===== src/rtl/jtpang_objdma_pkg.sv =====
// Shared types and defaults for the Pang object-table DMA controller.
package jtpang_objdma_pkg;

   localparam int unsigned AW_DEF  = 9;
   localparam int unsigned LEN_DEF = 512;

   typedef enum logic [2:0] {
      StIdle = 3'd0,
      StReq  = 3'd1,
      StWait = 3'd2,
      StCopy = 3'd3,
      StRel  = 3'd4
   } state_e;

endpackage


===== src/rtl/jtpang_objdma_if.sv =====
// Bus bundle between the object DMA, the main CPU side and the two object RAMs.
interface jtpang_objdma_if #(
   parameter int unsigned AW = 9
);

   logic          dma_go;
   logic          busak_n;
   logic          busrq;
   logic          busy;
   logic [AW-1:0] src_addr;
   logic [7:0]    src_data;
   logic [AW-1:0] dst_addr;
   logic [7:0]    dst_din;
   logic          dst_we;

   modport master (
      input  dma_go, busak_n, src_data,
      output busrq, busy, src_addr, dst_addr, dst_din, dst_we
   );

   modport slave (
      output dma_go, busak_n, src_data,
      input  busrq, busy, src_addr, dst_addr, dst_din, dst_we
   );

endinterface


===== src/rtl/jtpang_objdma.sv =====
// Object-table DMA: grabs the Z80 bus and copies LEN bytes from the object attribute
// RAM (one cen tick read latency) into the video object buffer.
module jtpang_objdma
   import jtpang_objdma_pkg::*;
#(
   parameter int unsigned AW  = AW_DEF,
   parameter int unsigned LEN = LEN_DEF
) (
   input  logic             clk,
   input  logic             rst,
   input  logic             cen,
   jtpang_objdma_if.master  bus
);

   localparam logic [AW:0]   LAST     = (AW+1)'(LEN - 1);
   localparam logic [AW-1:0] SRC_LAST = AW'(LEN - 1);

   state_e        state_q, state_d;
   logic          pend_q, pend_d;
   logic          take;
   logic [AW-1:0] src_addr_q, src_addr_d;
   // Index of the next byte to be written, 0..LEN.
   logic [AW:0]   wptr_q, wptr_d;
   // Set while src_data does not yet hold the byte at wptr (start of copy, after a pause).
   logic          prime_q, prime_d;
   logic [AW-1:0] dst_addr_q, dst_addr_d;
   logic [7:0]    dst_din_q, dst_din_d;
   logic          dst_we_q, dst_we_d;
   logic          paused;

   assign paused = (state_q == StCopy) && bus.busak_n;

   // Next-state logic; everything except the pending-request flag advances on cen only.
   always_comb begin
      state_d    = state_q;
      src_addr_d = src_addr_q;
      wptr_d     = wptr_q;
      prime_d    = prime_q;
      dst_addr_d = dst_addr_q;
      dst_din_d  = dst_din_q;
      dst_we_d   = dst_we_q;
      take       = 1'b0;
      if (cen) begin
         dst_we_d = 1'b0;
         unique case (state_q)
            StIdle: begin
               if (pend_q) begin
                  state_d = StReq;
                  take    = 1'b1;
               end
            end
            StReq: state_d = StWait;
            StWait: begin
               if (!bus.busak_n) begin
                  state_d    = StCopy;
                  src_addr_d = '0;
                  wptr_d     = '0;
                  prime_d    = 1'b1;
               end
            end
            StCopy: begin
               if (bus.busak_n) begin
                  // Bus taken back: hold any queued write and re-present the pending byte.
                  src_addr_d = wptr_q[AW-1:0];
                  prime_d    = 1'b1;
                  dst_we_d   = dst_we_q;
               end else if (prime_q) begin
                  prime_d = 1'b0;
                  if (src_addr_q != SRC_LAST) src_addr_d = src_addr_q + AW'(1);
               end else begin
                  dst_we_d   = 1'b1;
                  dst_addr_d = wptr_q[AW-1:0];
                  dst_din_d  = bus.src_data;
                  wptr_d     = wptr_q + (AW+1)'(1);
                  if (wptr_q == LAST) begin
                     state_d    = StRel;
                     src_addr_d = '0;
                  end else if (src_addr_q != SRC_LAST) begin
                     src_addr_d = src_addr_q + AW'(1);
                  end
               end
            end
            StRel: begin
               if (pend_q) begin
                  state_d = StReq;
                  take    = 1'b1;
               end else begin
                  state_d = StIdle;
               end
            end
            default: state_d = StIdle;
         endcase
      end
      // A go pulse on the consuming clk is kept for the next transfer.
      pend_d = (pend_q && !take) || bus.dma_go;
   end

   // State and datapath registers with synchronous reset.
   always_ff @(posedge clk) begin
      if (rst) begin
         state_q    <= StIdle;
         pend_q     <= 1'b0;
         src_addr_q <= '0;
         wptr_q     <= '0;
         prime_q    <= 1'b0;
         dst_addr_q <= '0;
         dst_din_q  <= '0;
         dst_we_q   <= 1'b0;
      end else begin
         state_q    <= state_d;
         pend_q     <= pend_d;
         src_addr_q <= src_addr_d;
         wptr_q     <= wptr_d;
         prime_q    <= prime_d;
         dst_addr_q <= dst_addr_d;
         dst_din_q  <= dst_din_d;
         dst_we_q   <= dst_we_d;
      end
   end

   // Reset masks the handshake outputs in the very clk it is asserted.
   assign bus.busrq    = !rst && (state_q inside {StReq, StWait, StCopy});
   assign bus.busy     = !rst && (state_q inside {StReq, StWait, StCopy});
   assign bus.dst_we   = !rst && cen && dst_we_q && !paused;
   assign bus.src_addr = src_addr_q;
   assign bus.dst_addr = dst_addr_q;
   assign bus.dst_din  = dst_din_q;

endmodule


===== src/flat_wrapper.sv =====
// flat-port wrapper written by rule: the top's interface ports become plain ports
module jtpang_objdma_flat import jtpang_objdma_pkg::*;
#(
   parameter int unsigned AW  = AW_DEF,
   parameter int unsigned LEN = LEN_DEF
)
  (clk, rst, cen, bus_dma_go, bus_busak_n, bus_src_data, bus_busrq, bus_busy, bus_src_addr, bus_dst_addr, bus_dst_din, bus_dst_we);
  jtpang_objdma_if #(.AW(AW)) bus_i ();
  input  logic clk;
  input  logic rst;
  input  logic cen;
  input wire logic [$bits(bus_i.dma_go)-1:0] bus_dma_go;
  input wire logic [$bits(bus_i.busak_n)-1:0] bus_busak_n;
  input wire logic [$bits(bus_i.src_data)-1:0] bus_src_data;
  output wire logic [$bits(bus_i.busrq)-1:0] bus_busrq;
  output wire logic [$bits(bus_i.busy)-1:0] bus_busy;
  output wire logic [$bits(bus_i.src_addr)-1:0] bus_src_addr;
  output wire logic [$bits(bus_i.dst_addr)-1:0] bus_dst_addr;
  output wire logic [$bits(bus_i.dst_din)-1:0] bus_dst_din;
  output wire logic [$bits(bus_i.dst_we)-1:0] bus_dst_we;
  assign bus_i.dma_go = bus_dma_go;
  assign bus_i.busak_n = bus_busak_n;
  assign bus_i.src_data = bus_src_data;
  assign bus_busrq = bus_i.busrq;
  assign bus_busy = bus_i.busy;
  assign bus_src_addr = bus_i.src_addr;
  assign bus_dst_addr = bus_i.dst_addr;
  assign bus_dst_din = bus_i.dst_din;
  assign bus_dst_we = bus_i.dst_we;
  jtpang_objdma #(.AW(AW), .LEN(LEN)) u_core (.clk(clk), .rst(rst), .cen(cen), .bus(bus_i));
endmodule

===== config.mk =====
export PLATFORM = sky130hd
export DESIGN_NAME = jtpang_objdma_flat
export DESIGN_NICKNAME = d
export VERILOG_FILES = /design/src/rtl/jtpang_objdma_pkg.sv /design/src/rtl/jtpang_objdma_if.sv /design/src/rtl/jtpang_objdma.sv /design/src/flat_wrapper.sv
export SDC_FILE = /design/constraint.sdc
export NUM_CORES = 1
export LEC_CHECK = 0
export ABC_AREA = 1
export BUFFER_PORTS_ARGS = -buffer_cell sky130_fd_sc_hd__buf_2
export CAP_MARGIN = 20
export CORE_ASPECT_RATIO = 1.5
export CORE_MARGIN = 5
export CORE_UTILIZATION = 40
export CTS_BUF_LIST = sky130_fd_sc_hd__clkbuf_4 sky130_fd_sc_hd__clkbuf_8 sky130_fd_sc_hd__clkbuf_16
export DETAILED_ROUTE_END_ITERATION = 8
export GPL_ROUTABILITY_DRIVEN = 0
export GPL_TIMING_DRIVEN = 1
export SLEW_MARGIN = 20
export SYNTH_ARGS = -nofsm -noshare
export SYNTH_HDL_FRONTEND = slang
export SYNTH_SLANG_ARGS = --single-unit

===== constraint.sdc =====
create_clock -name clk -period 1.6 [get_ports clk]
set_input_delay 0 -clock clk [delete_from_list [all_inputs] [get_ports clk]]
set_output_delay 0 -clock clk [all_outputs]
set_load 0.02 [all_outputs]

**Yosys cells after proc, flatten, opt, wreduce, memory -nomap -nowiden**

Index checks and enable logic that the tools add are counted.

- Bits in registers: 42
- Bits in latches: 0
- RAM bits: 0
- Memory bits (read-only): 0
- Input port bits: 13
- Memories kept: 0

- $add $sub $neg: 2
- $mul: 0
- Div/mod/pow operators: 0
- Magnitude comparators: 0
- Eq/ne operators: 11
- Shift-type cells: 0
- Multiplexer cells: 26
- Bitwise operators: 2
- Reductions and logical operators: 19

Operators by type and width:

| operator | count |
|---|---|
| two-way mux 9 bit | 5 |
| two-way mux 10 bit | 3 |
| case mux 10 bit (2 select lines) | 1 |
| case mux 9 bit (2 select lines) | 1 |
| two-way mux 3 bit | 5 |
| case mux 3 bit (5 select lines) | 1 |
| adder 10 x 1 -> 10 bit, second input constant | 1 |
| == test 10 x 9 -> 1 bit, second input constant | 1 |
| adder 9 x 1 -> 9 bit, second input constant | 1 |
| two-way mux 1 bit | 9 |
| != test 9 bit, second input constant | 1 |
| != test 2 bit, second input constant | 4 |
| == test 3 x 2 -> 1 bit, second input constant | 2 |
| logical AND 1 bit | 6 |
| AND reduction 6 bit | 1 |
| AND reduction 5 bit | 1 |
| AND reduction 4 bit | 1 |
| == test 3 x 1 -> 1 bit, second input constant | 1 |
| == test 3 bit, second input constant | 1 |
| zero test 1 bit | 3 |
| zero test 3 bit | 1 |
| AND reduction 3 bit | 1 |
| nonzero test 3 bit | 1 |
| != test 2 x 1 -> 1 bit, second input constant | 1 |
| 6 further kinds | 7 |

**Longest topological paths before layout**

Gate-level depths: netlist (run 1).

- Word-level depth: 7
- Mapped depth: 10
- Depth with buffers taken out: 10

**Least setup slack after synthesis (run 1)**

OpenSTA, ideal clock, no wires.

- Path kind: reg2reg
- Start: register u_core.src_addr_q[0] (netlist: u_core.bus.src_addr[0])
- End: register u_core.src_addr_q[0] (netlist: u_core.bus.src_addr[0])
- Setup time: 0.117 ns
- Data arrival time: 1.403 ns
- Slack: 0.080 ns
- Stages on the path, launching flop included: 8
- Buffers on the path: 0
- Period minus slack after synthesis: 1.520 ns
- Cells stage by stage: dfxtp_1 -> ha_1 -> nand2_1 -> nor2_1 -> nand3_2 -> xor2_1 -> a21oi_1 -> nor2_1

- Cells in the longest elaborated chain, start to end: 6
- Elaborated cells on any way between the ends: 7
- Those cells by class: add/sub: 1; eq/ne: 1; mux: 5

Ends and longest elaborated chain:

| element | RTL line | RTL |
|---|---|---|
| start: declaration | jtpang_objdma.sv:21 | `logic [AW-1:0] src_addr_q, src_addr_d;` |
| start signal: assignment | jtpang_objdma.sv:112 | `src_addr_q <= src_addr_d;` |
| adder 9 x 1 -> 9 bit or != test 9 bit (tied branches) | jtpang_objdma.sv:69, jtpang_objdma.sv:79, jtpang_objdma.sv:78 |  |
| two-way mux 9 bit * | jtpang_objdma.sv:69, jtpang_objdma.sv:78 |  |
| two-way mux 9 bit | jtpang_objdma.sv:75 | `if (wptr_q == LAST) begin` |
| two-way mux 9 bit * | jtpang_objdma.sv:67 | `end else if (prime_q) begin` |
| two-way mux 9 bit * | jtpang_objdma.sv:62 | `if (bus.busak_n) begin` |
| case mux 9 bit (2 select lines) * | jtpang_objdma.sv:45 | `unique case (state_q)` |

Mark *: on every way between the ends. The rest lies on a longest branch, timed or not.
A chain may end at the register's enable or synchronous reset.

**Worst setup path in the final report (run 1)**

- Start: register u_core.state_q[1]
- End: register u_core.pend_q

- Cells in the longest elaborated chain, start to end: 7
- Elaborated cells on any way between the ends: 8
- Those cells by class: eq/ne: 1; mux: 2; reduce/logical: 5

Ends and longest elaborated chain:

| element | RTL line | RTL |
|---|---|---|
| start: declaration | jtpang_objdma.sv:18 | `state_e state_q, state_d;` |
| start signal: assignment | jtpang_objdma.sv:101 | `state_q <= StIdle;` |
| start signal: assignment | jtpang_objdma.sv:110 | `state_q <= state_d;` |
| == test 3 bit or zero test 3 bit (tied branches) | jtpang_objdma.sv:45 |  |
| OR reduction 2 bit (no source line) * | n/a |  |
| two-way mux 1 bit * | n/a |  |
| two-way mux 1 bit * | jtpang_objdma.sv:43 | `if (cen) begin` |
| zero test 1 bit * | jtpang_objdma.sv:95 | `pend_d = (pend_q && !take) \|\| bus.dma_go;` |
| logical AND 1 bit * | jtpang_objdma.sv:95 |  |
| logical OR 1 bit * | jtpang_objdma.sv:95 |  |
| end signal: assignment | jtpang_objdma.sv:111 | `pend_q <= pend_d;` |
| end: declaration | jtpang_objdma.sv:19 | `logic pend_q, pend_d;` |

Marked as above.

==> results.sh, run 1 <==
export IMPL_status="complete, no violations"
export IMPL_nets=390
export IMPL_endpoint_kind="flop"
export IMPL_tritoncts="built"
export IMPL_vias_per_cell=4.88
export IMPL_ys_seq_area_share_pct=39.6
export IMPL_grt_pass1_wl_mm=8.91
export IMPL_p_switching_uw=669
export IMPL_path_class="reg -> reg"
export IMPL_finClkSkew_ns=0.00544
export IMPL_die_y_um=99.2
export IMPL_cts_buffer_depth=2
export IMPL_design_area_mm2=0.00270
export IMPL_diodes=0
export IMPL_insertion_delay_ns=0.30
export IMPL_std_cell_rows=32
export IMPL_synth_seq_cells=42
export IMPL_die_area_mm2=0.00689
export IMPL_power_density_mw_per_mm2=890
export IMPL_die_x_um=69.5
export IMPL_p_int_uw=1730
export IMPL_io_pin_count=42
export IMPL_ir_drop_mv=0.543
export IMPL_max_freq_mhz=647
export IMPL_initial_core_util_pct=41.1
export IMPL_cts_buffers=5
export IMPL_path_max_fanout=5
export IMPL_p_sw_share_pct=27.9
export IMPL_arrival_ns=1.73
export IMPL_power_frac_seq_pct=47.4
export IMPL_drtIter0Drc=55
export IMPL_drive_above_1_share_pct=22.6
export IMPL_maxCapViolCount=0
export IMPL_top_layer_used="met4"
export IMPL_pwr_share_comb_pct=17.2
export IMPL_wl_met2_mm=2.76
export IMPL_slew_viol_final=0
export IMPL_final_cells=444
export IMPL_finalSetupViolCount=0
export IMPL_placed_area_mm2=0.00241
export IMPL_route_met3_wl_um=205
export IMPL_drtAntennaViolNets=0
export IMPL_clk_pin_slew_ns=0.08
export IMPL_netlist_instances=316
export IMPL_relSlewSlack_pct=74.2
export IMPL_yosysWarnings=0
export IMPL_overflow=0
export IMPL_worst_setup_path_start_kind="flop"
export IMPL_drc_errors=0
export IMPL_clkPwrFrac_pct=35.4
export IMPL_timing_final_crit_period_ns=1.55
export IMPL_holdCritPathClass="in -> reg"
export IMPL_finalPower_uw=2400
export IMPL_p_leak_uw=0.00126
export IMPL_grt_total_usage_pct=15.5
export IMPL_wirelength_mm=5.24
export IMPL_dr_pass1_iters=4
export IMPL_grt_pass1_vias=2074
export IMPL_required_ns=1.78
export IMPL_antenna_found_initial=0
export IMPL_avgSynthCellArea_um2=6.72
export IMPL_fp_coreArea_mm2=0.00516
export IMPL_netlist_area_mm2=0.00212
export IMPL_placed_cells=421
export IMPL_synthToLayoutAreaGrowth_pct=27.2
export IMPL_worst_pin_slew_ns=0.384
export IMPL_h_tree_depth=2
export IMPL_wl_per_cell_um=11.8
export IMPL_grt_start_max_net_pins=28
export IMPL_hold_violations=0
export IMPL_cts_root_buffer="clkbuf_8"
export IMPL_m1WireLength_mm=2.16
export IMPL_netlist_cell_type_count=24
export IMPL_timing_final_crit_share_pct=96.7
export IMPL_via_count=2165
export IMPL_cts_sinks=42
export IMPL_portBuffers=41
export IMPL_dp_hpwl_mm=3.85
export IMPL_syn_num_nets=331
## path summary, 6_finish.rpt
check                                       to  depth (start not counted)                           start  slack, ns
hold reg to reg   u_core.dst_we_q$_SDFFE_PP0P_                          2    u_core.dst_we_q$_SDFFE_PP0P_       0.47
setup reg to reg      u_core.pend_q$_SDFF_PP0_                          6  u_core.state_q[1]$_SDFFE_PP0P_       0.05
hold / removal    u_core.dst_we_q$_SDFFE_PP0P_                          4                             cen       0.05
setup / recovery      u_core.pend_q$_SDFF_PP0_                          6  u_core.state_q[1]$_SDFFE_PP0P_       0.05
## stage by stage
step / TNS [ns] / worst slack [ns] / utilization [%] / hold WS [ns]
final: 0 / 0.0533 / 52.3 / 0.0481
after global routing: -0.0250 / -0.0166 / 52.3 / 0.0703
after CTS: 0 / 0.00924 / 50.9 / 0.0357
after detailed placement: 0 / 0.0291 / 46.6 / 0.255
after global placement: 0 / 0.0181 / 46.6 / 0.242
after floorplan: 0 / 0.0796 / - / 0.134
## repair_timing
item	4_1_cts	5_1_grt
buffers inserted	0	4
setup endpoints to repair	1	19
endpoints found under the hold margin	14	0
hold buffers	11	0
gates resized for setup	1	15
pin swaps	0	6
## metal layers
layer | GRT usage [%] | vias to the layer above
met5 | 0 | -
met4 | 5.86 | 0
met3 | 3.74 | 11
met2 | 29.4 | 36
met1 | 16.1 | 985
li1 | - | 1133
## flip-flops by register name, indices dropped and copies added, names as in the netlist
| name | count |
|---|---|
| u_core.wptr_q | 10 |
| u_core.bus.dst_addr | 9 |
| u_core.bus.src_addr | 9 |
| u_core.bus.dst_din | 8 |
| u_core.state_q | 3 |
| u_core.dst_we_q | 1 |
| u_core.pend_q | 1 |
| u_core.prime_q | 1 |
## logic make-up after synthesis
group / Yosys count / synth area share, %
DFF: 42 / 39.6
buffers and inverters: 54 / 10.2
and+or+nand+nor: 141 / 30.4
AOI/OAI and AO/OA: 75 / 17.8
adders and majority gates: 2 / 1.18
xor gates and xnor gates: 2 / 0.826
## cell usage in the layout (no fill, tap or decap), types with 5 or more instances in the layout
master / synthesis / final
inv_1: 41 / 41
a21oi_1: 29 / 28
dlygate4sd3_1: 0 / 11
buf_4: 3 / 10
nor2_1: 44 / 42
dfxtp_1: 42 / 37
buf_2: 2 / 41
clkbuf_8: 0 / 5
nand2_1: 62 / 60
nand3_1: 8 / 8
nand4_1: 8 / 8
o21ai_0: 44 / 44
## area by class of cell
class                           count  area (µm²)
Clock buffer                        6        76.3
Clock inverter                      2        37.5
Fill cell                         535        2460
Inverter                           44         168
Multi-Input combinational cell    220        1090
Sequential cell                    42         850
Tap cell                           68        85.1
Timing Repair Buffer               62         390
## worst max-delay path, cell delays in order (launching register included)
cell and delay (ns):
dfxtp_2 0.33, buf_4 0.15, nor2_2 0.10, nand2_1 0.08, o21ai_0 0.14, a21oi_1 0.08, dlygate4sd3_1 0.55
## synth_stat cells, drive strengths merged
| cell | number | area [µm²] |
|---|---|---|
| o21ai | 45 | 225 |
| nor3 | 4 | 20.0 |
| o21bai | 1 | 7.51 |
| dfxtp | 42 | 841 |
| nand2 | 68 | 280 |
| a21oi | 29 | 145 |
| xor2 | 2 | 17.5 |
| nand3b | 2 | 15.0 |
| nor2 | 48 | 209 |
| nand4 | 8 | 50.1 |
| ha | 2 | 25.0 |
| clkbuf | 5 | 18.8 |
| inv | 44 | 165 |
| nand3 | 11 | 70.1 |
| buf | 5 | 32.5 |
## power groups by stage
stage | Sequential (µW) | Combinational [µW] | Clock, µW
final | 1140 | 413 | 850
after global routing | 1150 | 471 | 914
after CTS | 1140 | 401 | 868
after detailed placement | 1160 | 378 | 0
after global placement | 1160 | 377 | 0
after floorplan | 1190 | 243 | 0
No activity file was read; power rests on OpenSTA's default activity.
==> run 2, diff against run 1 <==
CELL_PAD_IN_SITES_DETAIL_PLACEMENT = 1   (was default)
CELL_PAD_IN_SITES_GLOBAL_PLACEMENT = 2   (was default)
CORE_UTILIZATION = 29   (was 40)
PLACE_DENSITY_LB_ADDON = 0.1   (was default)
==> run 2 against run 1 <==
Compared with the run above: non-clock buffer count grew 9; sequential power hardly changed; global-route usage increased by 0.059 points; combinational power is 10% higher; highest routed layer unchanged; worst setup slack gained 0.059 ns; critical path type is now reg -> out; design area rose by 3.4%; utilization fell by 13 points; register-to-register slack gained 0.07 ns; clock skew rose by 0.0044 ns; count of clock-buffer cells in the layout fell by 1.
==> results.sh, run 2 (synthesized netlist as in run 1, its figures left out) <==
export IMPL_cts_buffer_depth=2
export IMPL_cp_buffers_inverters=3
export IMPL_drtIter0Drc=76
export IMPL_grt_pass1_vias=2327
export IMPL_cts_root_buffer="clkbuf_8"
export IMPL_io_pin_count=42
export IMPL_final_cell_mix="nand2_1, o21ai_0, nor2_1"
export IMPL_cts_buffers=5
export IMPL_layout_setup_ws_ns=0.112
export IMPL_fp_coreArea_mm2=0.00718
export IMPL_endpoint_kind="output pin"
export IMPL_holdCritPathClass="in -> reg"
export IMPL_wirelength_mm=6.68
export IMPL_hold_path_depth=3
export IMPL_via_count=2240
export IMPL_wl_per_cell_um=13.8
export IMPL_synthToLayoutAreaGrowth_pct=31.6
export IMPL_crit_path_max_incr_delay_ns=0.39
export IMPL_die_y_um=115
export IMPL_finClkSkew_ns=0.00980
export IMPL_regArea_um2=850
export IMPL_design_area_mm2=0.00279
export IMPL_timing_final_crit_period_ns=1.49
export IMPL_diodes=0
export IMPL_std_cell_rows=38
export IMPL_cp_num_cells=8
export IMPL_grt_pass1_wl_mm=11.2
export IMPL_portBuffers=41
export IMPL_drc_errors=0
export IMPL_relSlewSlack_pct=77.9
export IMPL_power_density_mw_per_mm2=826
export IMPL_rsz0062_at_grt="true"
export IMPL_max_freq_mhz=672
export IMPL_die_x_um=79.8
export IMPL_multi_input_area_mm2=0.00111
export IMPL_drive_above_1_share_pct=24.4
export IMPL_ir_drop_mv=0.310
export IMPL_worst_setup_path_start_kind="flop"
export IMPL_dp_slack_ns=-0.00298
export IMPL_drtAntennaViolNets=0
export IMPL_nets=399
export IMPL_status="complete, no violations"
export IMPL_maxCapViolCount=0
export IMPL_clk_pin_slew_ns=0.09
export IMPL_antenna_found_initial=0
export IMPL_fill_cells=939
export IMPL_placed_area_mm2=0.00252
export IMPL_setup_tns_ns=0
export IMPL_cts_sinks=42
export IMPL_dr_pass1_iters=4
export IMPL_cp_top_family="simple AND/OR/NAND/NOR gates"
export IMPL_tritoncts="built"
export IMPL_insertion_delay_ns=0.30
export IMPL_slew_viol_final=0
export IMPL_arrival_ns=1.49
export IMPL_regMostFlops="u_core.wptr_q"
export IMPL_worst_pin_slew_ns=0.330
export IMPL_hold_slack_ns=0.0695
export IMPL_overflow=0
export IMPL_path_cells="nand2_2 > nor2_8 > nand2_4 > nand2_1 > inv_2 > nand3_1 > inv_1 > buf_2"
export IMPL_path_max_fanout=9
export IMPL_initial_core_util_pct=29.6
export IMPL_p_leak_uw=0.00130
export IMPL_grt_total_usage_pct=15.5
export IMPL_vias_per_cell=4.62
export IMPL_h_tree_depth=2
export IMPL_final_common_cell="nand2_1"
export IMPL_hold_violations=0
export IMPL_finalPower_uw=2310
export IMPL_finalSetupViolCount=0
export IMPL_largest_register_ffs=10
export IMPL_path_class="reg -> out"
export IMPL_grt_start_max_net_pins=21
export IMPL_die_area_mm2=0.00916
export IMPL_reg2regPathDepth=7
export IMPL_dp_hpwl_mm=5.11
export IMPL_slowest_stage="dfxtp_4"
export IMPL_required_ns=1.60
export IMPL_timing_final_crit_share_pct=93.0
[run 2: cell count changes in the layout (fill, tap and decap cells not counted), sizes merged]
cell	delta
buf	+10
bufinv	-1
clkbuf	-1
clkinv	+2
dlygate4sd3	-1
[run 2: timing repair]
action | in CTS | in global routing
gates cloned | 0 | 0
setup buffers | 0 | 4
endpoints found under the hold margin | 12 | 0
pin swaps | 0 | 2
endpoints found under the setup margin | 3 | 13
hold buffers | 10 | 0
gates resized for setup | 4 | 12
[run 2: layer usage]
layer  part of all wire, %  track usage, %
met1                    42            17.1
met2                    55            29.9
met3                   2.1            2.66
met4                   1.2            4.40
met5                     0               0
[run 2: worst paths after layout]
kind	startpoint	endpoint	slack [ns]
worst max-delay path	u_core.state_q[0]$_SDFFE_PP0P_	bus_dst_we	0.11
worst min-delay path	bus_busak_n	u_core.prime_q$_SDFFE_PP0P_	0.07
worst max register to register	u_core.state_q[0]$_SDFFE_PP0P_	u_core.wptr_q[8]$_SDFFE_PP0P_	0.12
worst min register to register	u_core.dst_we_q$_SDFFE_PP0P_	u_core.dst_we_q$_SDFFE_PP0P_	0.47
[run 2: report_power, final]
group	switching, µW	leakage, µW	internal [µW]
Combinational	277	0.000912	179
Clock	405	0.0000441	307
Sequential	45.5	0.000341	1090
[run 2: through the flow]
| step | cells | util, % |
|---|---|---|
| finish | 485 | 38.9 |
| global route | 485 | 38.9 |
| CTS | 481 | 38.0 |
| detailed placement | 463 | 35.1 |
| global placement | 463 | 35.1 |
| floorplan | 316 | - |
[run 2: worst min-delay path, stage by stage]
cell and delay [ns]:
buf_2 0.16, nor2_2 0.07, a21oi_1 0.10
[run 2: final cells by class]
| class | instances | share of cell area, % |
|---|---|---|
| multi-input combinational | 220 | 39.7 |
| sequential | 42 | 30.4 |
| timing repair buffer | 71 | 16.3 |
| inverter | 44 | 5.91 |
| tap | 100 | 4.48 |
| clock buffer | 5 | 2.46 |
| clock inverter | 3 | 0.762 |
==> run 3, diff against run 2 <==
ABC_AREA = default   (was 1)
CORE_ASPECT_RATIO = 0.6   (was 1.5)
CORE_UTILIZATION = 31   (was 29)
==> run 3 against run 2 <==
Compared with the run above: utilization grew 7.0 points; die area shrank 6.7%; critical path depth shrank 2; via count shrank 1.2%; non-clock buffer count grew 24; combinational power shrank 41%; cell count shrank 11%; worst setup slack lost 0.050 ns; wire length grew 3.9%; first-iteration DRC count grew 50%; power grew 9.1%; sequential power shrank 6%; critical path type is now reg -> reg.
==> results.sh, run 3 <==
export IMPL_worst_setup_path_start_kind="flop"
export IMPL_insertion_delay_ns=0.29
export IMPL_initial_core_util_pct=31.6
export IMPL_max_freq_mhz=650
export IMPL_required_ns=1.80
export IMPL_cp_buffers_inverters=2
export IMPL_netlist_cell_type_count=47
export IMPL_synth_seq_cells=42
export IMPL_wl_per_cell_um=16.0
export IMPL_synth_area_leader_cell="dfxtp_1"
export IMPL_avgSynthCellArea_um2=8.08
export IMPL_arrival_ns=1.74
export IMPL_finalSetupViolCount=0
export IMPL_drtAntennaViolNets=0
export IMPL_finClkSkew_ns=0.00448
export IMPL_dr_pass1_iters=4
export IMPL_regMostFlops="u_core.wptr_q"
export IMPL_synth_top_cells_by_count="nand2_1, dfxtp_1, a21oi_1"
export IMPL_layout_setup_ws_ns=0.0623
export IMPL_slowest_stage="or3_1"
export IMPL_dp_hpwl_mm=4.97
export IMPL_grt_pass1_wl_mm=11.6
export IMPL_clk_pin_slew_ns=0.06
export IMPL_grt_total_usage_pct=17.5
export IMPL_die_y_um=73.7
export IMPL_synthToLayoutAreaGrowth_pct=45.0
export IMPL_synth_edf_count=0
export IMPL_cts_sinks=42
export IMPL_drive_above_1_share_pct=34.7
export IMPL_h_tree_depth=2
export IMPL_die_area_mm2=0.00855
export IMPL_wirelength_mm=6.94
export IMPL_setup_tns_ns=0
export IMPL_async_reset_ff_share_pct=0
export IMPL_final_common_cell="nand2_1"
export IMPL_yosys_area_top_type_share_pct=40.2
export IMPL_netlist_area_mm2=0.00209
export IMPL_reg2reg_to="u_core.state_q[1]$_SDFFE_PP0P_"
export IMPL_crit_path_max_incr_delay_ns=0.38
export IMPL_overflow=0
export IMPL_die_x_um=116
export IMPL_yosysWarnings=0
export IMPL_ff2ff_setup_slack_ns=0.06
export IMPL_slew_viol_final=0
export IMPL_hold_violations=0
export IMPL_reg2regPathDepth=6
export IMPL_dp_slack_ns=-0.120
export IMPL_grt_start_max_net_pins=40
export IMPL_finalPower_uw=2520
export IMPL_hold_slack_ns=0.0677
export IMPL_regArea_um2=855
export IMPL_cts_buffers=5
export IMPL_vias_per_cell=5.11
export IMPL_hold_path_depth=4
export IMPL_status="complete, no violations"
export IMPL_syn_num_nets=274
export IMPL_diodes=0
export IMPL_timing_final_crit_share_pct=96.1
export IMPL_min_from="cen"
export IMPL_drc_errors=0
export IMPL_ys_seq_area_share_pct=40.2
export IMPL_drtIter0Drc=114
export IMPL_path_cells="buf_4 > or3_1 > a21oi_2 > a211oi_2 > buf_4 > a211oi_1"
export IMPL_min_to="u_core.pend_q$_SDFF_PP0_"
export IMPL_portBuffers=41
export IMPL_synth_ff_type="dfxtp_1"
export IMPL_cts_buffer_depth=2
export IMPL_cp_num_cells=6
export IMPL_cp_common_cell="buf_4"
export IMPL_nets=360
export IMPL_largest_register_ffs=10
export IMPL_io_pin_count=42
export IMPL_power_density_mw_per_mm2=829
export IMPL_path_class="reg -> reg"
export IMPL_multi_input_area_mm2=0.00124
export IMPL_relSlewSlack_pct=69.7
export IMPL_synth_most_common_cell="nand2_1"
export IMPL_ir_drop_mv=0.308
export IMPL_antenna_found_initial=0
export IMPL_std_cell_rows=23
export IMPL_synth_top_cells_by_area="dfxtp_1, nand2_1, a21oi_1"
export IMPL_endpoint_kind="flop"
export IMPL_rsz0062_at_grt="true"
export IMPL_tritoncts="built"
export IMPL_grt_pass1_vias=2258
export IMPL_worst_pin_slew_ns=0.455
export IMPL_crit_start="u_core.state_q[0]$_SDFFE_PP0P_"
export IMPL_holdCritPathClass="in -> reg"
export IMPL_netlist_instances=259
export IMPL_via_count=2214
export IMPL_final_cell_mix="nand2_1, buf_4, buf_2"
export IMPL_cp_top_family="simple AND/OR/NAND/NOR gates"
export IMPL_fp_coreArea_mm2=0.00662
export IMPL_fill_cells=803
export IMPL_cts_root_buffer="clkbuf_16"
export IMPL_r2r_start="u_core.state_q[0]$_SDFFE_PP0P_"
export IMPL_maxCapViolCount=0
export IMPL_timing_final_crit_period_ns=1.54
export IMPL_p_leak_uw=0.00120
export IMPL_path_max_fanout=10
[run 3: kinds of logic after synthesis]
group	after synthesis	share of synthesized area [%]
AND/OR/NAND/NOR	125	29.9
multiplexers	4	1.91
buffers and inverters	19	5.02
flip-flops	42	40.2
adder cells (fa/ha/maj)	2	1.20
AO/OA/AOI/OAI	63	20.1
XOR/XNOR	4	1.67
[run 3: through the flow]
stage,utilization (%),cells,instance area (µm²)
final,45.9,433,3040
after global routing,45.9,433,3040
after CTS,44.7,432,2960
after detailed placement,40.4,415,2670
after global placement,40.4,415,2670
after floorplan,-,259,2100
[run 3: final cells by class]
class | count | area share [%]
clock inverters | 3 | 1.32
clock buffers | 5 | 4.12
flip-flops and latches | 42 | 28.2
repair buffers | 95 | 21.7
well taps | 87 | 3.59
inverters | 3 | 0.371
multi-input cells | 198 | 40.8
[run 3: worst min-delay path: stages]
cell	delay [ns]
buf_2	0.14
nand2_1	0.06
a21oi_1	0.06
nor2_1	0.07
[run 3: timing repair]
action	CTS	global route
gates resized for setup	10	20
endpoints found under the hold margin	9	0
setup buffers	1	1
hold buffers	9	0
endpoints found under the setup margin	18	33
pin swaps	4	7
[run 3: power by group]
part	total [µW]	switching, µW	internal (µW)	leakage [µW]
Clock	1170	443	731	0.0000836
Sequential	1070	15.0	1060	0.000343
Combinational	270	144	126	0.000771
[run 3: how the worst max path moves through the flow]
stage	to	slack [ns]
2_1_floorplan	u_core.bus.src_addr[1]$_SDFFE_PP0P_	0.003
3_3_place_gp	u_core.bus.src_addr[2]$_SDFFE_PP0P_	-0.03
3_5_place_dp	u_core.bus.src_addr[2]$_SDFFE_PP0P_	-0.12
4_1_cts	u_core.bus.src_addr[1]$_SDFFE_PP0P_	-0.002
5_1_grt	u_core.wptr_q[7]$_SDFFE_PP0P_	-0.01
6_report	u_core.state_q[1]$_SDFFE_PP0P_	0.06
[run 3: metal layers]
layer | vias to the layer above | wire length, µm | track usage (%)
met1 | 1056 | 3560 | 23.8
met4 | 0 | 91 | 5.92
met2 | 42 | 3010 | 27.5
li1 | 1108 | - | -
met5 | - | 0 | 0
met3 | 8 | 269 | 4.12
